===== src/rtl/npc_pkg.sv =====
// Shared types and helpers for the next-PC fetch unit: branch opcode encoding and default vectors.
package npc_pkg;

  typedef enum logic [3:0] {
    NONE, BEQ, BNE, BGTZ, BLEZ, BLTZ, BGEZ, J, JAL, JR, JALR
  } br_op_e;

  localparam logic [31:0] DEFAULT_RESET_PC = 32'h0000_3000;
  localparam logic [31:0] DEFAULT_EXC_VEC  = 32'h0000_4180;

  function automatic logic is_link(br_op_e op);
    return (op == JAL) || (op == JALR);
  endfunction

  function automatic logic is_reg_jump(br_op_e op);
    return (op == JR) || (op == JALR);
  endfunction

endpackage


===== src/rtl/npc_fetch_unit_if.sv =====
// Bundle between the D stage / CP0 / hazard unit (master) and the next-PC unit (slave).
interface npc_fetch_unit_if #(
  parameter int unsigned ADDR_W = 32,
  parameter int unsigned CNT_W  = 16
) ();
  import npc_pkg::*;

  logic              req;
  logic              eret;
  logic [ADDR_W-1:0] epc;
  logic              stall;
  logic              d_valid;
  br_op_e            br_op;
  logic              cmp_eq;
  logic              cmp_gtz;
  logic              cmp_ltz;
  logic [ADDR_W-1:0] d_pc;
  logic [25:0]       imm26;
  logic [ADDR_W-1:0] rs_val;
  logic [ADDR_W-1:0] f_pc;
  logic              redirect;
  logic [ADDR_W-1:0] ras_top;
  logic              ras_empty;
  logic              ras_hit;
  logic [CNT_W-1:0]  jr_total;
  logic [CNT_W-1:0]  jr_hit;

  modport master (
    output req, eret, epc, stall, d_valid, br_op, cmp_eq, cmp_gtz, cmp_ltz, d_pc, imm26, rs_val,
    input  f_pc, redirect, ras_top, ras_empty, ras_hit, jr_total, jr_hit
  );

  modport slave (
    input  req, eret, epc, stall, d_valid, br_op, cmp_eq, cmp_gtz, cmp_ltz, d_pc, imm26, rs_val,
    output f_pc, redirect, ras_top, ras_empty, ras_hit, jr_total, jr_hit
  );

endinterface


===== src/rtl/npc_ras.sv =====
// Circular return-address stack; pushing when full overwrites the oldest entry.
module npc_ras #(
  parameter int unsigned RAS_DEPTH = 8,
  parameter int unsigned ADDR_W    = 32
) (
  input  logic              clk,
  input  logic              reset,
  input  logic              push_i,
  input  logic              pop_i,
  input  logic              replace_i,
  input  logic [ADDR_W-1:0] data_i,
  output logic [ADDR_W-1:0] top_o,
  output logic              empty_o,
  output logic              full_o
);

  localparam int unsigned PtrW = $clog2(RAS_DEPTH);
  localparam int unsigned CntW = $clog2(RAS_DEPTH + 1);

  logic [ADDR_W-1:0] entries_q [RAS_DEPTH];
  logic [PtrW-1:0]   ptr_q, ptr_d, top_idx, waddr;
  logic [CntW-1:0]   count_q, count_d;
  logic              we;

  // ptr_q is the next slot to write; the top lives one below it.
  assign top_idx = ptr_q - 1'b1;
  assign empty_o = (count_q == '0);
  assign full_o  = (count_q == CntW'(RAS_DEPTH));
  assign top_o   = empty_o ? '0 : entries_q[top_idx];

  always_comb begin
    ptr_d   = ptr_q;
    count_d = count_q;
    we      = 1'b0;
    waddr   = ptr_q;
    if (replace_i) begin
      we = 1'b1;
      if (empty_o) begin
        ptr_d   = ptr_q + 1'b1;
        count_d = CntW'(1);
      end else begin
        waddr = top_idx;
      end
    end else if (push_i) begin
      we    = 1'b1;
      ptr_d = ptr_q + 1'b1;
      if (!full_o) count_d = count_q + 1'b1;
    end else if (pop_i && !empty_o) begin
      ptr_d   = top_idx;
      count_d = count_q - 1'b1;
    end
  end

  always_ff @(posedge clk) begin
    if (reset) begin
      ptr_q   <= '0;
      count_q <= '0;
      for (int i = 0; i < int'(RAS_DEPTH); i++) entries_q[i] <= '0;
    end else begin
      ptr_q   <= ptr_d;
      count_q <= count_d;
      if (we) entries_q[waddr] <= data_i;
    end
  end

endmodule


===== src/rtl/npc_fetch_unit.sv =====
// F-stage PC register with redirect priority, return-address stack and jr/jalr hit counters.
module npc_fetch_unit
  import npc_pkg::*;
#(
  parameter int unsigned       ADDR_W    = 32,
  parameter logic [ADDR_W-1:0] RESET_PC  = ADDR_W'(DEFAULT_RESET_PC),
  parameter logic [ADDR_W-1:0] EXC_VEC   = ADDR_W'(DEFAULT_EXC_VEC),
  parameter int unsigned       RAS_DEPTH = 8,
  parameter int unsigned       CNT_W     = 16
) (
  input logic             clk,
  input logic             reset,
  npc_fetch_unit_if.slave bus
);

  logic              adv, taken, reg_jump, ras_empty, ras_full;
  logic [ADDR_W-1:0] f_pc_q, f_pc_d, seq_pc, offset, br_tgt, jmp_tgt, tgt, link_addr, ras_top;
  logic [CNT_W-1:0]  jr_total_q, jr_hit_q;
  logic              ras_hit;

  // A D instruction only acts when nothing of higher priority claims the cycle.
  assign adv       = bus.d_valid & ~bus.stall & ~bus.req & ~bus.eret;
  assign seq_pc    = f_pc_q + ADDR_W'(4);
  assign offset    = {{(ADDR_W - 18){bus.imm26[15]}}, bus.imm26[15:0], 2'b00};
  assign br_tgt    = bus.d_pc + ADDR_W'(4) + offset;
  assign jmp_tgt   = {bus.d_pc[ADDR_W-1:28], bus.imm26, 2'b00};
  assign link_addr = bus.d_pc + ADDR_W'(8);
  assign reg_jump  = is_reg_jump(bus.br_op);

  always_comb begin
    taken = 1'b0;
    tgt   = br_tgt;
    unique case (bus.br_op)
      BEQ:     taken = bus.cmp_eq;
      BNE:     taken = ~bus.cmp_eq;
      BGTZ:    taken = bus.cmp_gtz;
      BLEZ:    taken = ~bus.cmp_gtz;
      BLTZ:    taken = bus.cmp_ltz;
      BGEZ:    taken = ~bus.cmp_ltz;
      J, JAL: begin
        taken = 1'b1;
        tgt   = jmp_tgt;
      end
      JR, JALR: begin
        taken = 1'b1;
        tgt   = bus.rs_val;
      end
      default: taken = 1'b0;
    endcase
  end

  always_comb begin
    if (bus.req)              f_pc_d = EXC_VEC;
    else if (bus.eret)        f_pc_d = bus.epc;
    else if (bus.stall)       f_pc_d = f_pc_q;
    else if (adv && taken)    f_pc_d = tgt;
    else                      f_pc_d = seq_pc;
  end

  npc_ras #(
    .RAS_DEPTH(RAS_DEPTH),
    .ADDR_W   (ADDR_W)
  ) u_ras (
    .clk      (clk),
    .reset    (reset),
    .push_i   (adv && (bus.br_op == JAL)),
    .pop_i    (adv && (bus.br_op == JR)),
    .replace_i(adv && (bus.br_op == JALR)),
    .data_i   (link_addr),
    .top_o    (ras_top),
    .empty_o  (ras_empty),
    .full_o   (ras_full)
  );

  // Compared against the pre-update top, before this cycle's pop/replace lands.
  assign ras_hit = adv & reg_jump & ~ras_empty & (ras_top == bus.rs_val);

  always_ff @(posedge clk) begin
    if (reset) begin
      f_pc_q     <= RESET_PC;
      jr_total_q <= '0;
      jr_hit_q   <= '0;
    end else begin
      f_pc_q <= f_pc_d;
      if (adv && reg_jump && (jr_total_q != '1)) jr_total_q <= jr_total_q + 1'b1;
      if (ras_hit && (jr_hit_q != '1))           jr_hit_q   <= jr_hit_q + 1'b1;
    end
  end

  assign bus.f_pc      = f_pc_q;
  assign bus.redirect  = bus.req | bus.eret | (adv & taken) | (ras_full & 1'b0);
  assign bus.ras_top   = ras_top;
  assign bus.ras_empty = ras_empty;
  assign bus.ras_hit   = ras_hit;
  assign bus.jr_total  = jr_total_q;
  assign bus.jr_hit    = jr_hit_q;

endmodule


===== src/flat_wrapper.sv =====
// flat-port wrapper written by rule: the top's interface ports become plain ports
module npc_fetch_unit_flat import npc_pkg::*;
#(
  parameter int unsigned       ADDR_W    = 32,
  parameter logic [ADDR_W-1:0] RESET_PC  = ADDR_W'(DEFAULT_RESET_PC),
  parameter logic [ADDR_W-1:0] EXC_VEC   = ADDR_W'(DEFAULT_EXC_VEC),
  parameter int unsigned       RAS_DEPTH = 8,
  parameter int unsigned       CNT_W     = 16
)
  (clk, reset, bus_req, bus_eret, bus_epc, bus_stall, bus_d_valid, bus_br_op, bus_cmp_eq, bus_cmp_gtz, bus_cmp_ltz, bus_d_pc, bus_imm26, bus_rs_val, bus_f_pc, bus_redirect, bus_ras_top, bus_ras_empty, bus_ras_hit, bus_jr_total, bus_jr_hit);
  npc_fetch_unit_if #(.ADDR_W(ADDR_W), .CNT_W(CNT_W)) bus_i ();
  input logic clk;
  input logic reset;
  input wire logic [$bits(bus_i.req)-1:0] bus_req;
  input wire logic [$bits(bus_i.eret)-1:0] bus_eret;
  input wire logic [$bits(bus_i.epc)-1:0] bus_epc;
  input wire logic [$bits(bus_i.stall)-1:0] bus_stall;
  input wire logic [$bits(bus_i.d_valid)-1:0] bus_d_valid;
  input wire logic [$bits(bus_i.br_op)-1:0] bus_br_op;
  input wire logic [$bits(bus_i.cmp_eq)-1:0] bus_cmp_eq;
  input wire logic [$bits(bus_i.cmp_gtz)-1:0] bus_cmp_gtz;
  input wire logic [$bits(bus_i.cmp_ltz)-1:0] bus_cmp_ltz;
  input wire logic [$bits(bus_i.d_pc)-1:0] bus_d_pc;
  input wire logic [$bits(bus_i.imm26)-1:0] bus_imm26;
  input wire logic [$bits(bus_i.rs_val)-1:0] bus_rs_val;
  output wire logic [$bits(bus_i.f_pc)-1:0] bus_f_pc;
  output wire logic [$bits(bus_i.redirect)-1:0] bus_redirect;
  output wire logic [$bits(bus_i.ras_top)-1:0] bus_ras_top;
  output wire logic [$bits(bus_i.ras_empty)-1:0] bus_ras_empty;
  output wire logic [$bits(bus_i.ras_hit)-1:0] bus_ras_hit;
  output wire logic [$bits(bus_i.jr_total)-1:0] bus_jr_total;
  output wire logic [$bits(bus_i.jr_hit)-1:0] bus_jr_hit;
  assign bus_i.req = bus_req;
  assign bus_i.eret = bus_eret;
  assign bus_i.epc = bus_epc;
  assign bus_i.stall = bus_stall;
  assign bus_i.d_valid = bus_d_valid;
  assign bus_i.br_op = bus_br_op;
  assign bus_i.cmp_eq = bus_cmp_eq;
  assign bus_i.cmp_gtz = bus_cmp_gtz;
  assign bus_i.cmp_ltz = bus_cmp_ltz;
  assign bus_i.d_pc = bus_d_pc;
  assign bus_i.imm26 = bus_imm26;
  assign bus_i.rs_val = bus_rs_val;
  assign bus_f_pc = bus_i.f_pc;
  assign bus_redirect = bus_i.redirect;
  assign bus_ras_top = bus_i.ras_top;
  assign bus_ras_empty = bus_i.ras_empty;
  assign bus_ras_hit = bus_i.ras_hit;
  assign bus_jr_total = bus_i.jr_total;
  assign bus_jr_hit = bus_i.jr_hit;
  npc_fetch_unit #(.ADDR_W(ADDR_W), .RESET_PC(RESET_PC), .EXC_VEC(EXC_VEC), .RAS_DEPTH(RAS_DEPTH), .CNT_W(CNT_W)) u_core (.clk(clk), .reset(reset), .bus(bus_i));
endmodule

===== config.mk =====
export PLATFORM = sky130hd
export DESIGN_NAME = npc_fetch_unit_flat
export DESIGN_NICKNAME = d
export VERILOG_FILES = /design/src/rtl/npc_pkg.sv /design/src/rtl/npc_fetch_unit_if.sv /design/src/rtl/npc_ras.sv /design/src/rtl/npc_fetch_unit.sv /design/src/flat_wrapper.sv
export SDC_FILE = /design/constraint.sdc
export NUM_CORES = 1
export LEC_CHECK = 0
export CORE_ASPECT_RATIO = 1.4
export CORE_UTILIZATION = 55
export CTS_BUF_LIST = sky130_fd_sc_hd__clkbuf_8
export DETAILED_ROUTE_END_ITERATION = 6
export PLACE_DENSITY = 0.79
export RECOVER_POWER = 50
export SYNTH_ARGS = -nofsm -noshare
export SYNTH_HDL_FRONTEND = slang
export SYNTH_SLANG_ARGS = --single-unit
export TNS_END_PERCENT = 20

===== constraint.sdc =====
create_clock -name clk -period 8.9 [get_ports clk]
set_clock_uncertainty 0.05 [all_clocks]
set_input_delay 2.67 -clock clk [delete_from_list [all_inputs] [get_ports clk]]
set_output_delay 2.67 -clock clk [all_outputs]
set_load 0.1 [all_outputs]

# Word level (Yosys, flattened, before mapping)
# Memories as Yosys holds them, arrays and structs flattened.
# Cells that the tools add are included.
dict set report op_classes {
  n_addsub 10
  n_eq_ne 18
  n_mux 28
  bitwise_logic 16
  reduce_logical 19
}
# operator count
set op_table {}
lappend op_table {{two-way mux 32 bit} 5}
lappend op_table {{adder 32 x 3 -> 32 bit (second input constant)} 2}
lappend op_table {{one-hot mux 32 bit (2 select lines)} 1}
lappend op_table {{adder 16 x 1 -> 16 bit (second input constant)} 2}
lappend op_table {{adder 32 bit} 1}
lappend op_table {{adder 32 x 4 -> 32 bit (second input constant)} 1}
lappend op_table {{equality test 32 bit} 1}
lappend op_table {{inequality test 16 bit (second input constant)} 2}
lappend op_table {{OR reduction 32 bit} 1}
lappend op_table {{two-way mux 3 bit} 7}
lappend op_table {{two-way mux 4 bit} 5}
lappend op_table {{equality test 4 x 3 -> 1 bit (second input constant)} 4}
lappend op_table {{equality test 4 bit (second input constant)} 4}
lappend op_table {{two-way mux 15 bit} 1}
lappend op_table {{equality test 4 x 2 -> 1 bit (second input constant)} 2}
lappend op_table {{logical AND 1 bit} 8}
lappend op_table {{two-way mux 1 bit} 8}
lappend op_table {{bitwise AND 1 bit} 7}
lappend op_table {{inverter 1 bit} 7}
lappend op_table {{one-hot mux 1 bit (7 select lines)} 1}
lappend op_table {{inequality test 3 bit (second input constant)} 2}
lappend op_table {{OR reduction 2 bit} 3}
lappend op_table {{adder 4 x 1 -> 4 bit (second input constant)} 1}
lappend op_table {{equality test 4 x 1 -> 1 bit (second input constant)} 1}
lappend op_table {{13 further kinds} 14}
dict set report totals {
  regBits 71
  out_inout_bits 99
  memories 1
  mem_bits_rw 256
}
# name words word_bits read_ports rd_ports_with_merged_regs write_ports line_no
set mem_list {}
lappend mem_list {u_core.u_ras.entries_q 8 32 1 0 8 npc_ras.sv:20} ;# logic [ADDR_W-1:0] entries_q [RAS_DEPTH];

# Longest topological paths before layout
# Gate-level depths: netlist of run 1.
dict set report logic_depth {
  word_depth 12
  depth_mapped 19
}

# Cells and area by module
# From an unflattened synthesis of run 1, not the netlist that was laid out.
dict set report unflattened {
  cells_unflattened 1783
  hier_area_um2 19522.5
}
# mod n_inst area_each_um2 seq_area_each_um2 cells_per_inst
set modules_own_cells {}
lappend modules_own_cells {npc_ras 1 12499.5 7827.5 848}
lappend modules_own_cells {npc_fetch_unit 1 7023.0 1281.2 935}

# Least setup slack after synthesis of run 1
# No wires, ideal clock.
dict set report synth_timing {
  path_type {register to output}
  start {register u_core.u_ras.ptr_q[0]}
  end {output bus_ras_hit}
  n_path_buf 6
  setup_slack_ns -0.016
  arrival_time_ns 6.196
  stages_incl_launch_ff 15
  t_required_ns 6.180
  cell_sequence {dfxtp_1 > buf_6 > buf_4 > buf_4 > clkinv_1 > ha_1 > buf_2 > buf_2 > buf_1 > mux4_2 > nand2_1 > a21oi_1 > xnor2_1 > nand4_1 > nor4_2}
}
dict set report synth_via {
  elab_chain_len 5
}
# item line_no
set synth_rtl {}
lappend synth_rtl {{start, declared} npc_ras.sv:21} ;# logic [PtrW-1:0] ptr_q, ptr_d, top_idx, waddr;
lappend synth_rtl {{start signal, assigned} npc_ras.sv:60} ;# ptr_q <= ptr_d;
lappend synth_rtl {{subtractor 3 x 1 -> 3 bit} npc_ras.sv:26} ;# assign top_idx = ptr_q - 1'b1;
lappend synth_rtl {{memory (8 x 32 bit)} --}
lappend synth_rtl {{two-way mux 32 bit} npc_ras.sv:29} ;# assign top_o = empty_o ? '0 : entries_q[top_idx];
lappend synth_rtl {{net bus_ras_top[28]} flat_wrapper.sv:28} ;# output wire logic [$bits(bus_i.ras_top)-1:0] bus_ras_top;
lappend synth_rtl {{equality test 32 bit} npc_fetch_unit.sv:76} ;# assign ras_hit = adv & reg_jump & ~ras_empty & (ras_top == bus.rs_val);
lappend synth_rtl {{bitwise AND 1 bit} npc_fetch_unit.sv:76}
lappend synth_rtl {{end, declared} flat_wrapper.sv:30} ;# output wire logic [$bits(bus_i.ras_hit)-1:0] bus_ras_hit;
# The timed path passes the listed nets, and every way through them passes these cells.

==> results of run 1 <==
-- cell type report --
class                   instances  area share [%]
multi-input cells            1281            39.6
well taps                     445            2.48
clock buffers                  51            3.13
clock inverters                41            1.81
flip-flops and latches        327            40.6
repair buffers                270            11.7
inverters                      37           0.641
diodes                          4          0.0446
-- stage by stage --
step	hold slack (ns)	power, uW	cells	cell area, um2	setup WS, ns
2_1_floorplan	0.425	2070	1742	18600	0.611
3_3_place_gp	0.440	2270	2360	21400	0.966
3_5_place_dp	0.460	2280	2360	21400	0.942
4_1_cts	0.469	3650	2452	22500	0.901
5_1_grt	0.494	3760	2456	22400	0.461
6_report	0.470	3650	2456	22400	0.612
-- state kept, by name (all words and copies together) (netlist names), named ones only --
name,count
u_core.bus.jr_hit,16
u_core.u_ras.ptr_q,3
u_core.u_ras.entries_q,256
u_core.u_ras.count_q,4
u_core.bus.f_pc,30
u_core.bus.jr_total,16
-- cell families after synthesis --
group / count (synthesis) / share of synthesized area (%)
flops: 327 / 49.1
simple gates: 692 / 17.0
buf+inv: 134 / 3.02
xor+xnor: 106 / 5.00
compound gates: 322 / 12.0
fa+ha+maj: 67 / 4.60
mux: 94 / 9.28
-- cell usage in the layout, fill, tap and decap left out, types with 14 or more instances in the layout --
cell type          n
nor2b_1           18
a211oi_1          15
a221oi_1          23
o21ai_0           43
a22oi_1           18
inv_1             42
o22ai_1           14
nand4_1           26
nand3_1           45
mux4_2            61
mux2i_1           19
a22o_1            25
clkbuf_8          51
dlygate4sd3_1     67
and3_1            20
a21oi_1           81
clkdlybuf4s50_1  163
a31oi_1           19
ha_1              64
dfxtp_1           70
nor3_1            29
nor2_1           376
buf_4             24
nand2b_1          18
nand2_1           99
clkinv_1          17
edfxtp_1         256
xnor2_1           63
xor2_1            42
-- critical path, cell delays in order --
cell           delay [ns]
dlygate4sd3_1        0.63
nor2_1               0.38
and3_1               0.31
nand2_1              0.13
or2_0                0.40
nor2_1               0.36
xnor2_1              0.12
nor3b_1              0.20
nand2b_1             0.11
clkbuf_1             1.59
nand2b_1             1.18
buf_12               0.46
-- power groups by stage --
stage / combinational [uW] / sequential (uW) / clock [uW]
floorplan: 281 / 1790 / 0
global placement: 533 / 1740 / 0
detailed placement: 537 / 1740 / 0
CTS: 540 / 1710 / 1400
global route: 578 / 1720 / 1470
finish: 544 / 1710 / 1390
-- metal layers --
metal / part of all wire (%) / global-route usage, % / vias to the layer above
li1: - / - / 6949
met1: 35 / 41.2 / 7548
met2: 49 / 59.5 / 1016
met3: 9.3 / 7.07 / 256
met4: 6.9 / 24.8 / 2
met5: 0.026 / 0 / -
-- path summary, 6_finish.rpt --
kind / from / depth (start not counted) / to / slack (ns)
hold / removal: u_core.u_ras.count_q[3]$_SDFFE_PP0P_ / 2 / u_core.u_ras.count_q[3]$_SDFFE_PP0P_ / 0.47
hold reg to reg: u_core.u_ras.count_q[3]$_SDFFE_PP0P_ / 2 / u_core.u_ras.count_q[3]$_SDFFE_PP0P_ / 0.47
setup / recovery: bus_req / 12 / u_core.u_ras.entries_q[2][1]$_SDFFCE_PN0P_ / 0.61
setup reg to reg: u_core.u_ras.ptr_q[0]$_SDFFE_PP0P_ / 9 / u_core.u_ras.entries_q[2][1]$_SDFFCE_PN0P_ / 2.68
==> out/qor.tcl, run 1 <==
set qor(cts_root_buffer) {clkbuf_8}
set qor(grt_setup_unrepaired) {no}
set qor(power.combinational.fraction_pct) 14.9
set qor(slew_viol_final) 330
set qor(arrival_ns) 8.59
set qor(regArea_um2) 9110
set qor(p_int_uw) 2660
set qor(die_height_um) 219
set qor(grt_first_pass_wirelength_um) 90400
set qor(synth_area_um2) 18600
set qor(drtIter0Drc) 1580
set qor(synth_top_cells_by_area) {edfxtp_1 (41%), dfxtp_1 (7.7%), nor2_1 (7.6%)}
set qor(totalNegativeSetupSlack_ns) 0
set qor(cp-start-kind) {input port}
set qor(die_width_um) 157
set qor(finalCriticalPeriod_ns) 8.29
set qor(failing_checks) {DRC, capacitance limit, slew limit}
set qor(clockBufferDepth) 3
set qor(power.switching_uw) 991
set qor(cts.repair_timing.setup_buffer_count) 0
set qor(via_count_of_the_first_global_routing_pass) 15500
set qor(worstSetupEndpointType) {flop}
set qor(fillerInstances) 2578
set qor(layout_cells_sized_above_1_pct) 9.42
set qor(switching_share_pct) 27.1
set qor(holdBufCountCts) 0
set qor(synth.most_common_cell) {nor2_1}
set qor(synth_area_per_cell_um2) 10.7
set qor(wl_per_cell_um) 24.9
set qor(core_area_um2) 33200
set qor(area_growth_syn_to_layout_pct) 21.0
set qor(design.die.area_um2) 34500
set qor(grt_usage_pct) 35.7
set qor(antenna_found_initial) 5
set qor(syn-instance-count) 1742
set qor(detail_route.wirelength_um) 61200
set qor(pwr-share-seq_pct) 46.9
set qor(dpl_wire_length_um) 43300
set qor(critical_path_class) {input port to flop}
set qor(final_core_utilization_pct) 67.6
set qor(max-slew-margin-rel_pct) -71.4
set qor(maximum_number_of_pins_on_one_net_before_global_route_repair) 60
set qor(clk_pin_slew_ns) 0.07
set qor(ioPinCount) 234
set qor(pwr-share-clk_pct) 38.2
set qor(synth_ff_type) {edfxtp_1}
set qor(synth_top_cells_by_count) {nor2_1 (376), edfxtp_1 (256), nand2_1 (99)}
set qor(leakage_power_uw) 0.00824
set qor(worst_min_delay_path_category) {flop to flop}
set qor(synth-warning-count) 0
set qor(grt_overflow) 0
set qor(ys_async_sr_fraction_pct) 0
set qor(io_buffers) 233
set qor(cts-htree-levels) 2
set qor(post_cts_resized) 0
set qor(drc) 9
set qor(post_drt_via_cell_ratio) 6.42
set qor(yosys_register_bits) 327
set qor(worst_skew_pair.late_latency_ns) 0.64
set qor(number_of_different_library_cells_in_the_post_synthesis_netlist) 83
set qor(fin_crit_sh_pct) 93.1
set qor(crit_path_max_fanout) 33
set qor(synth-edff-count) 256
set qor(ant_nets) 0
set qor(timing_worst_slew_pin_value_ns) 2.57
set qor(gp_congestion) 0.973
set qor(num_vias) 15800
set qor(fmaxAchievable_mhz) 121
set qor(cts_tree) {built}
set qor(tritoncts_num_sinks) 327
set qor(setup_viol) 0
set qor(tritoncts.num_buffers) 50
set qor(power.density_cell_area_nw_per_um2) 163
set qor(synth-seq-area-share_pct) 49.1
set qor(yosys.area.top_type) {edfxtp_1}
set qor(status) {finished with violations}
set qor(critical_path_required_ns) 9.20
set qor(row_count) 79
set qor(power.ir.vdd_worst_mv) 0.143
set qor(floorplan.initialDensity_pct) 55.9
set qor(cap_violations) 9
set qor(hold_viol_final) 0
set qor(syn_nets) 1944
set qor(number_of_detailed_routing_iterations_run_before_antenna_repair) 7
set qor(yosys.area.top_type_share_pct) 41.4
set qor(layout.nets) 2169
set qor(multiInputGateArea_um2) 8890
No activity file was read; power rests on OpenSTA's default activity.
==> run 2: changes to the inputs <==
--- a/config.mk
+++ b/config.mk
@@ -10,2 +10,3 @@
 export CTS_BUF_LIST = sky130_fd_sc_hd__clkbuf_8
+export CTS_CLUSTER_SIZE = 12
 export DETAILED_ROUTE_END_ITERATION = 6
--- a/constraint.sdc
+++ b/constraint.sdc
@@ -4,2 +4,2 @@
 set_output_delay 2.67 -clock clk [all_outputs]
-set_load 0.1 [all_outputs]
+set_load 0.01 [all_outputs]
==> run 2 against run 1 <==
The run ends with capacitance limit, slew limit left. Setup slack worse by 0.19 ns. Sequential share of layout area is 0.35 points higher. Sequential power hardly changed. Via count hardly changed. Worst hold slack worse by 0.0097 ns. Critical path type is now input port to output port. Largest cell class unchanged.
==> out/qor.tcl, run 2 (synthesis results as in run 1) <==
set qor(holdBufCountCts) 0 ;# unchanged
set qor(final_cell_area_um2) 22300 ;# -0.86%
set qor(power.switching_uw) 907 ;# -8.5%
set qor(status) {finished with violations}
set qor(row_count) 79 ;# unchanged
set qor(max-slew-margin-rel_pct) -82.5 ;# -11 points
set qor(leakage_power_uw) 0.00818 ;# -0.74%
set qor(grt_overflow) 0 ;# unchanged
set qor(cp-start-kind) {input port}
set qor(reg_with_most_ffs) {u_core.u_ras.entries_q}
set qor(p_int_uw) 2510 ;# -5.8%
set qor(worstSetupEndpointType) {output port}
set qor(drtIter0Drc) 1816 ;# +15%
set qor(via_count_of_the_first_global_routing_pass) 15400 ;# -1.1%
set qor(grt_first_pass_wirelength_um) 90500 ;# about the same
set qor(design.die.area_um2) 34500 ;# unchanged
set qor(io_buffers) 233 ;# unchanged
set qor(timing_worst_slew_pin_value_ns) 2.74 ;# +0.167 ns
set qor(antenna_found_initial) 2 ;# -3
set qor(largest_register_ffs) 256 ;# unchanged
set qor(ioPinCount) 234 ;# unchanged
set qor(failing_checks) {capacitance limit, slew limit}
set qor(dpl_wire_length_um) 43600 ;# +0.48%
set qor(fmaxAchievable_mhz) 118 ;# -2.3%
set qor(wl_per_cell_um) 25.2 ;# +0.97%
set qor(cts_tree) {built}
set qor(worst_skew_pair.late_latency_ns) 0.62 ;# -0.02 ns
set qor(cts.repair_timing.setup_buffer_count) 0 ;# unchanged
set qor(post_drt_via_cell_ratio) 6.42 ;# about the same
set qor(drc) 0 ;# -9
set qor(layout.cells.most_common_list) {nor2_1 (376), edfxtp_1 (256), clkdlybuf4s50_1 (164)}
set qor(power.ir.vdd_worst_mv) 0.133 ;# -6.6%
set qor(slew_viol_final) 330 ;# unchanged
set qor(grt_setup_unrepaired) {no}
set qor(switching_share_pct) 26.6 ;# -0.58 points
set qor(post_cts_resized) 0 ;# unchanged
set qor(critical_path_required_ns) 6.18 ;# -3.02 ns
set qor(regArea_um2) 9110 ;# unchanged
set qor(power.combinational.fraction_pct) 14.1 ;# -0.8 points
set qor(core_area_um2) 33200 ;# unchanged
set qor(tritoncts.num_buffers) 50 ;# unchanged
set qor(crit_path_max_fanout) 4 ;# -88%
set qor(hold_viol_final) 0 ;# unchanged
set qor(clockBufferDepth) 3 ;# unchanged
set qor(fin_crit_sh_pct) 95.3 ;# +2.2 points
set qor(cts-htree-levels) 2 ;# unchanged
set qor(critical_path_class) {input port to output port}
set qor(die_width_um) 157 ;# unchanged
set qor(number_of_detailed_routing_iterations_run_before_antenna_repair) 6 ;# -1
set qor(multiInputGateArea_um2) 8880 ;# -0.13%
set qor(floorplan.initialDensity_pct) 55.9 ;# unchanged
set qor(maximum_number_of_pins_on_one_net_before_global_route_repair) 70 ;# +17%
set qor(totalNegativeSetupSlack_ns) 0 ;# unchanged
set qor(area_growth_syn_to_layout_pct) 19.9
set qor(layout.nets) 2171 ;# +0.092%
set qor(fillerInstances) 2538 ;# -1.6%
set qor(grt_usage_pct) 35.9 ;# +0.23 points
set qor(clk_pin_slew_ns) 0.07 ;# about the same
set qor(num_vias) 15800 ;# -0.089%
set qor(cts_root_buffer) {clkbuf_8}
set qor(pwr-share-clk_pct) 35.7 ;# -2.5 points
set qor(die_height_um) 219 ;# unchanged
set qor(ant_nets) 0 ;# unchanged
set qor(power.density_cell_area_nw_per_um2) 153 ;# -5.7%
set qor(setup_viol) 0 ;# unchanged
set qor(tritoncts_num_sinks) 327 ;# unchanged
set qor(arrival_ns) 5.76 ;# -2.83 ns
set qor(layout_cells_sized_above_1_pct) 9.32 ;# -0.10 points
set qor(gp_congestion) 0.990 ;# +1.8%
set qor(layout.cells.most_common) {nor2_1}
set qor(detailed_place.area_um2) 21300 ;# -0.27%
set qor(cap_violations) 9 ;# unchanged
set qor(pwr-share-seq_pct) 50.1 ;# +3.2 points
set qor(worst_min_delay_path_category) {flop to flop}
set qor(detail_route.wirelength_um) 61700 ;# +0.93%
set qor(finalCriticalPeriod_ns) 8.48 ;# +0.192 ns
==> run 2: cell type report <==
| type | instances | share of cell area (%) |
|---|---|---|
| sequential | 327 | 40.9 |
| multi-input combinational | 1281 | 39.9 |
| timing repair buffer | 272 | 11.6 |
| clock buffer | 54 | 3.34 |
| tap | 445 | 2.50 |
| clock inverter | 36 | 1.02 |
| inverter | 37 | 0.630 |
| antenna | 3 | 0.0337 |
==> run 2: routing by layer <==
layer | share of wire, % | GRT usage (%) | routed length [um] | vias up
li1 | - | - | - | 6939
met1 | 35 | 42.7 | 21600 | 7560
met3 | 10 | 5.86 | 6160 | 215
met2 | 48 | 60.1 | 29900 | 1043
met4 | 6.6 | 23.2 | 4100 | 0
met5 | 0 | 0 | 0 | -
==> run 2: per-stage QoR <==
step                      hold WS, ns  instances  total power (uW)  util (%)  worst slack (ns)
final                           0.461       2455              3410      67.0             0.421
after detailed placement        0.449       2362              2220      64.3             0.564
after global routing            0.520       2454              3520      67.0             0.282
after CTS                       0.467       2452              3420      67.2             0.554
after global placement          0.438       2362              2210      64.3             0.598
after floorplan                 0.425       1742              2010         -              1.62
==> run 2: final timing paths <==
| path | start | to | slack (ns) | cells after the start |
|---|---|---|---|---|
| setup / recovery | bus_rs_val[27] | bus_ras_hit | 0.42 | 9 |
| hold / removal | flop | flop | 0.46 | 2 |
| setup reg to reg | u_core.u_ras.ptr_q[0]$_SDFFE_PP0P_ | u_core.u_ras.entries_q[7][30]$_SDFFCE_PN0P_ | 3.19 | 8 |
| hold reg to reg | flop | flop | 0.46 | 2 |
==> run 2: power groups by stage <==
stage,Clock (uW),Combinational [uW],Sequential (uW)
global route,1290,513,1720
global placement,0,469,1740
floorplan,0,267,1740
CTS,1230,477,1710
detailed placement,0,473,1740
finish,1220,482,1710
==> run 2: worst max-delay path: stages <==
cell and delay (ns):
dlygate4sd3_1 0.67, inv_1 0.14, a222oi_1 0.49, a2bb2oi_1 0.21
nor2_1 0.06, nand4b_1 0.19, nand4b_1 0.22, nor4_2 0.49
clkdlybuf4s50_1 0.63
==> run 3: changes to the inputs <==
SETUP_SLACK_MARGIN = 0.05   (was unset)
SYNTH_HIERARCHICAL = 1   (was unset)
==> run 3 against run 2 <==
The run still ends with capacitance limit, slew limit left. Die area increased by 5.1%. Combinational power increased by 4%. Critical path depth shrank 1. Wire length is 4.2% higher. Largest cell class is now multi-input combinational cells. Critical endpoint is now bus_redirect. Maximum frequency increased by 1.9%. Total power decreased by 0.26%. Sequential share of layout area fell by 1.5 points. Clock power about the same. Synthesized area up 5.2%. Global-route usage decreased by 0.77 points. Flip-flop and latch count did not move.
==> out/qor.tcl, run 3 <==
set qor(worstSetupEndpoint) {bus_redirect}
set qor(worstSetupEndpointType) {output port}
set qor(grt_overflow) 0 ;# unchanged
set qor(final_core_utilization_pct) 66.0 ;# -0.98 points
set qor(detail_route.wirelength_um) 64300 ;# +4.2%
set qor(slew_viol_final) 349 ;# +5.8%
set qor(critical_path.startpoint) {bus_br_op[0]}
set qor(synth-warning-count) 6 ;# +6
set qor(synth_area_per_cell_um2) 11.0 ;# +2.8%
set qor(power.ir.vdd_worst_mv) 0.0958 ;# -28%
set qor(ant_nets) 0 ;# unchanged
set qor(cpMaxStageDelayCell) {dlygate4sd3_1}
set qor(maximum_number_of_pins_on_one_net_before_global_route_repair) 83 ;# +19%
set qor(cap_violations) 9 ;# unchanged
set qor(cts_root_buffer) {clkbuf_8}
set qor(largest_register_ffs) 256 ;# unchanged
set qor(holdBufCountCts) 0 ;# unchanged
set qor(synth_area_um2) 19500 ;# +5.2%
set qor(layout.nets) 2181 ;# +0.46%
set qor(io_buffers) 233 ;# unchanged
set qor(status) {finished with violations}
set qor(fin_crit_sh_pct) 93.5 ;# -1.8 points
set qor(cp-start-kind) {input port}
set qor(critical_path_cell_count) 8 ;# -1
set qor(area_growth_syn_to_layout_pct) 18.3
set qor(tritoncts.num_buffers) 49 ;# -2.0%
set qor(post_drt_via_cell_ratio) 6.76 ;# +5.3%
set qor(layout.cells.most_common) {edfxtp_1}
set qor(layout_cells_sized_above_1_pct) 9.47 ;# +0.15 points
set qor(critical_path_required_ns) 6.18 ;# about the same
set qor(post_cts_resized) 0 ;# unchanged
set qor(drtIter0Drc) 2237 ;# +23%
set qor(design.die.area_um2) 36300 ;# +5.1%
set qor(hold_viol_final) 0 ;# unchanged
set qor(wl_per_cell_um) 26.0 ;# +3.4%
set qor(grt_usage_pct) 35.2 ;# -0.77 points
set qor(ioPinCount) 234 ;# unchanged
set qor(totalNegativeSetupSlack_ns) 0 ;# unchanged
set qor(grt_first_pass_wirelength_um) 96100 ;# +6.2%
set qor(critical_path.cell_chain) {dlygate4sd3_1, nor2b_1, o32a_1, o221a_2, a2111oi_4, nor2_1, nand2_1, clkdlybuf4s50_1}
set qor(cpLargestDelayFamily) {buffers and inverters}
set qor(tritoncts_num_sinks) 327 ;# unchanged
set qor(fmaxAchievable_mhz) 120 ;# +1.9%
set qor(timing.critical_path.buf_inv) 2 ;# -1
set qor(worst_min_delay_path_category) {flop to flop}
set qor(antenna_found_initial) 0 ;# -2
set qor(drc) 0 ;# unchanged
set qor(die_width_um) 161 ;# +2.5%
set qor(critical_path_class) {input port to output port}
set qor(hold-worst-slack_ns) 0.451 ;# -0.0102 ns
set qor(dpl_wire_length_um) 43300 ;# -0.60%
set qor(grt_setup_unrepaired) {no}
set qor(power.density_cell_area_nw_per_um2) 147 ;# -3.9%
set qor(finalCriticalPeriod_ns) 8.32 ;# -0.157 ns
set qor(cts.repair_timing.setup_buffer_count) 0 ;# unchanged
set qor(leakage_power_uw) 0.00863 ;# +5.4%
set qor(clockBufferDepth) 3 ;# unchanged
set qor(layout.cells.most_common_list) {edfxtp_1 (256), clkdlybuf4s50_1 (163), and3_1 (153), nand2_1 (153), nor3b_1 (133)}
set qor(crit_path_max_incr_delay_ns) 0.86 ;# +0.19 ns
set qor(die_height_um) 225 ;# +2.5%
set qor(setup.reg_to_reg.worst_slack_ns) 1.80 ;# -1.39 ns
set qor(total_power_draw_uw) 3410 ;# -0.26%
set qor(failing_checks) {capacitance limit, slew limit}
set qor(row_count) 81 ;# +2.5%
set qor(cts-htree-levels) 2 ;# unchanged
set qor(gp_congestion) 1.05 ;# +6.4%
set qor(worst_skew_pair.late_latency_ns) 0.62 ;# about the same
set qor(via_count_of_the_first_global_routing_pass) 16200 ;# +5.7%
set qor(timing_worst_slew_pin_value_ns) 3.14 ;# +0.403 ns
set qor(core_area_um2) 35000 ;# +5.3%
set qor(syn-instance-count) 1782 ;# +2.3%
set qor(cts_tree) {built}
set qor(crit_path_max_fanout) 15 ;# +11
set qor(reg_with_most_ffs) {u_core/u_ras/entries_q}
set qor(floorplan.initialDensity_pct) 55.8 ;# about the same
set qor(rr_startpoint) {u_core/u_ras/ptr_q[0]$_SDFFE_PP0P_}
set qor(syn_nets) 1984 ;# +2.1%
set qor(arrival_ns) 5.60 ;# -0.16 ns
set qor(setup_viol) 0 ;# unchanged
set qor(diodes) 0 ;# -3
set qor(max-slew-margin-rel_pct) -109 ;# -27 points
set qor(reg2reg_end) {u_core/bus.jr_hit[13]$_SDFFE_PP0P_}
set qor(clk_pin_slew_ns) 0.07 ;# about the same
set qor(num_vias) 16700 ;# +6.1%
set qor(number_of_detailed_routing_iterations_run_before_antenna_repair) 7 ;# +1
set qor(r2r_cells) 15 ;# +7
## run 3: cell types whose count changed in the layout (fill, tap and decap cells not counted), sizes merged, moves of 24 or more
cell,delta
nand2,+54
and3,+133
nor3b,+132
nor2,-280
a21oi,+29
a22o,-24
## run 3: report_power, final
| part | total [uW] | switching (uW) | leakage, uW | internal, uW |
|---|---|---|---|---|
| sequential | 1710 | 22.6 | 0.00322 | 1690 |
| clock | 1190 | 611 | 0.000540 | 583 |
| combinational | 501 | 290 | 0.00487 | 212 |
| total | 3410 | 923 | 0.00863 | 2480 |
## run 3: through the flow
step / cell area (um2) / cells / setup slack [ns]
global placement: 22200 / 2384 / 0.810
CTS: 23200 / 2473 / 0.726
floorplan: 19500 / 1782 / 1.88
detailed placement: 22200 / 2384 / 0.732
global route: 23100 / 2473 / 0.465
finish: 23100 / 2473 / 0.577
## run 3: tightest hold or removal path, delay by kind of cell (launching register included)
| family | cells | cell delay, ns |
|---|---|---|
| flops | 1 | 0.33 |
| compound gates | 2 | 0.13 |
## run 3: layer usage
layer	vias to the layer above	GRT usage [%]	share of wire, %
met5	-	0	0
met4	0	18.8	5.4
met3	236	7.01	11
met2	1238	60.1	49
met1	8037	41.6	34
li1	7209	-	-
## run 3: layout make-up
class	instances	area, um2
Clock inverter	36	199
Tap cell	456	571
Clock buffer	53	729
Timing Repair Buffer	272	2580
Fill cell	2618	11900
Multi-Input combinational cell	1301	9790
Sequential cell	327	9110
Inverter	28	106
## run 3: how the worst min path moves through the flow
stage	startpoint	slack, ns	end	depth (start not counted)
final	u_core/bus.jr_hit[5]$_SDFFE_PP0P_	0.45	u_core/bus.jr_hit[5]$_SDFFE_PP0P_	2
after global routing	u_core/bus.jr_hit[5]$_SDFFE_PP0P_	0.48	u_core/bus.jr_hit[5]$_SDFFE_PP0P_	2
after CTS	u_core/bus.jr_hit[5]$_SDFFE_PP0P_	0.45	u_core/bus.jr_hit[5]$_SDFFE_PP0P_	2
after detailed placement	u_core/bus.jr_hit[5]$_SDFFE_PP0P_	0.45	u_core/bus.jr_hit[5]$_SDFFE_PP0P_	2
after global placement	u_core/bus.jr_total[9]$_SDFFE_PP0P_	0.43	u_core/bus.jr_total[9]$_SDFFE_PP0P_	2
after floorplan	u_core/u_ras/count_q[2]$_SDFFE_PP0P_	0.44	u_core/u_ras/count_q[2]$_SDFFE_PP0P_	2
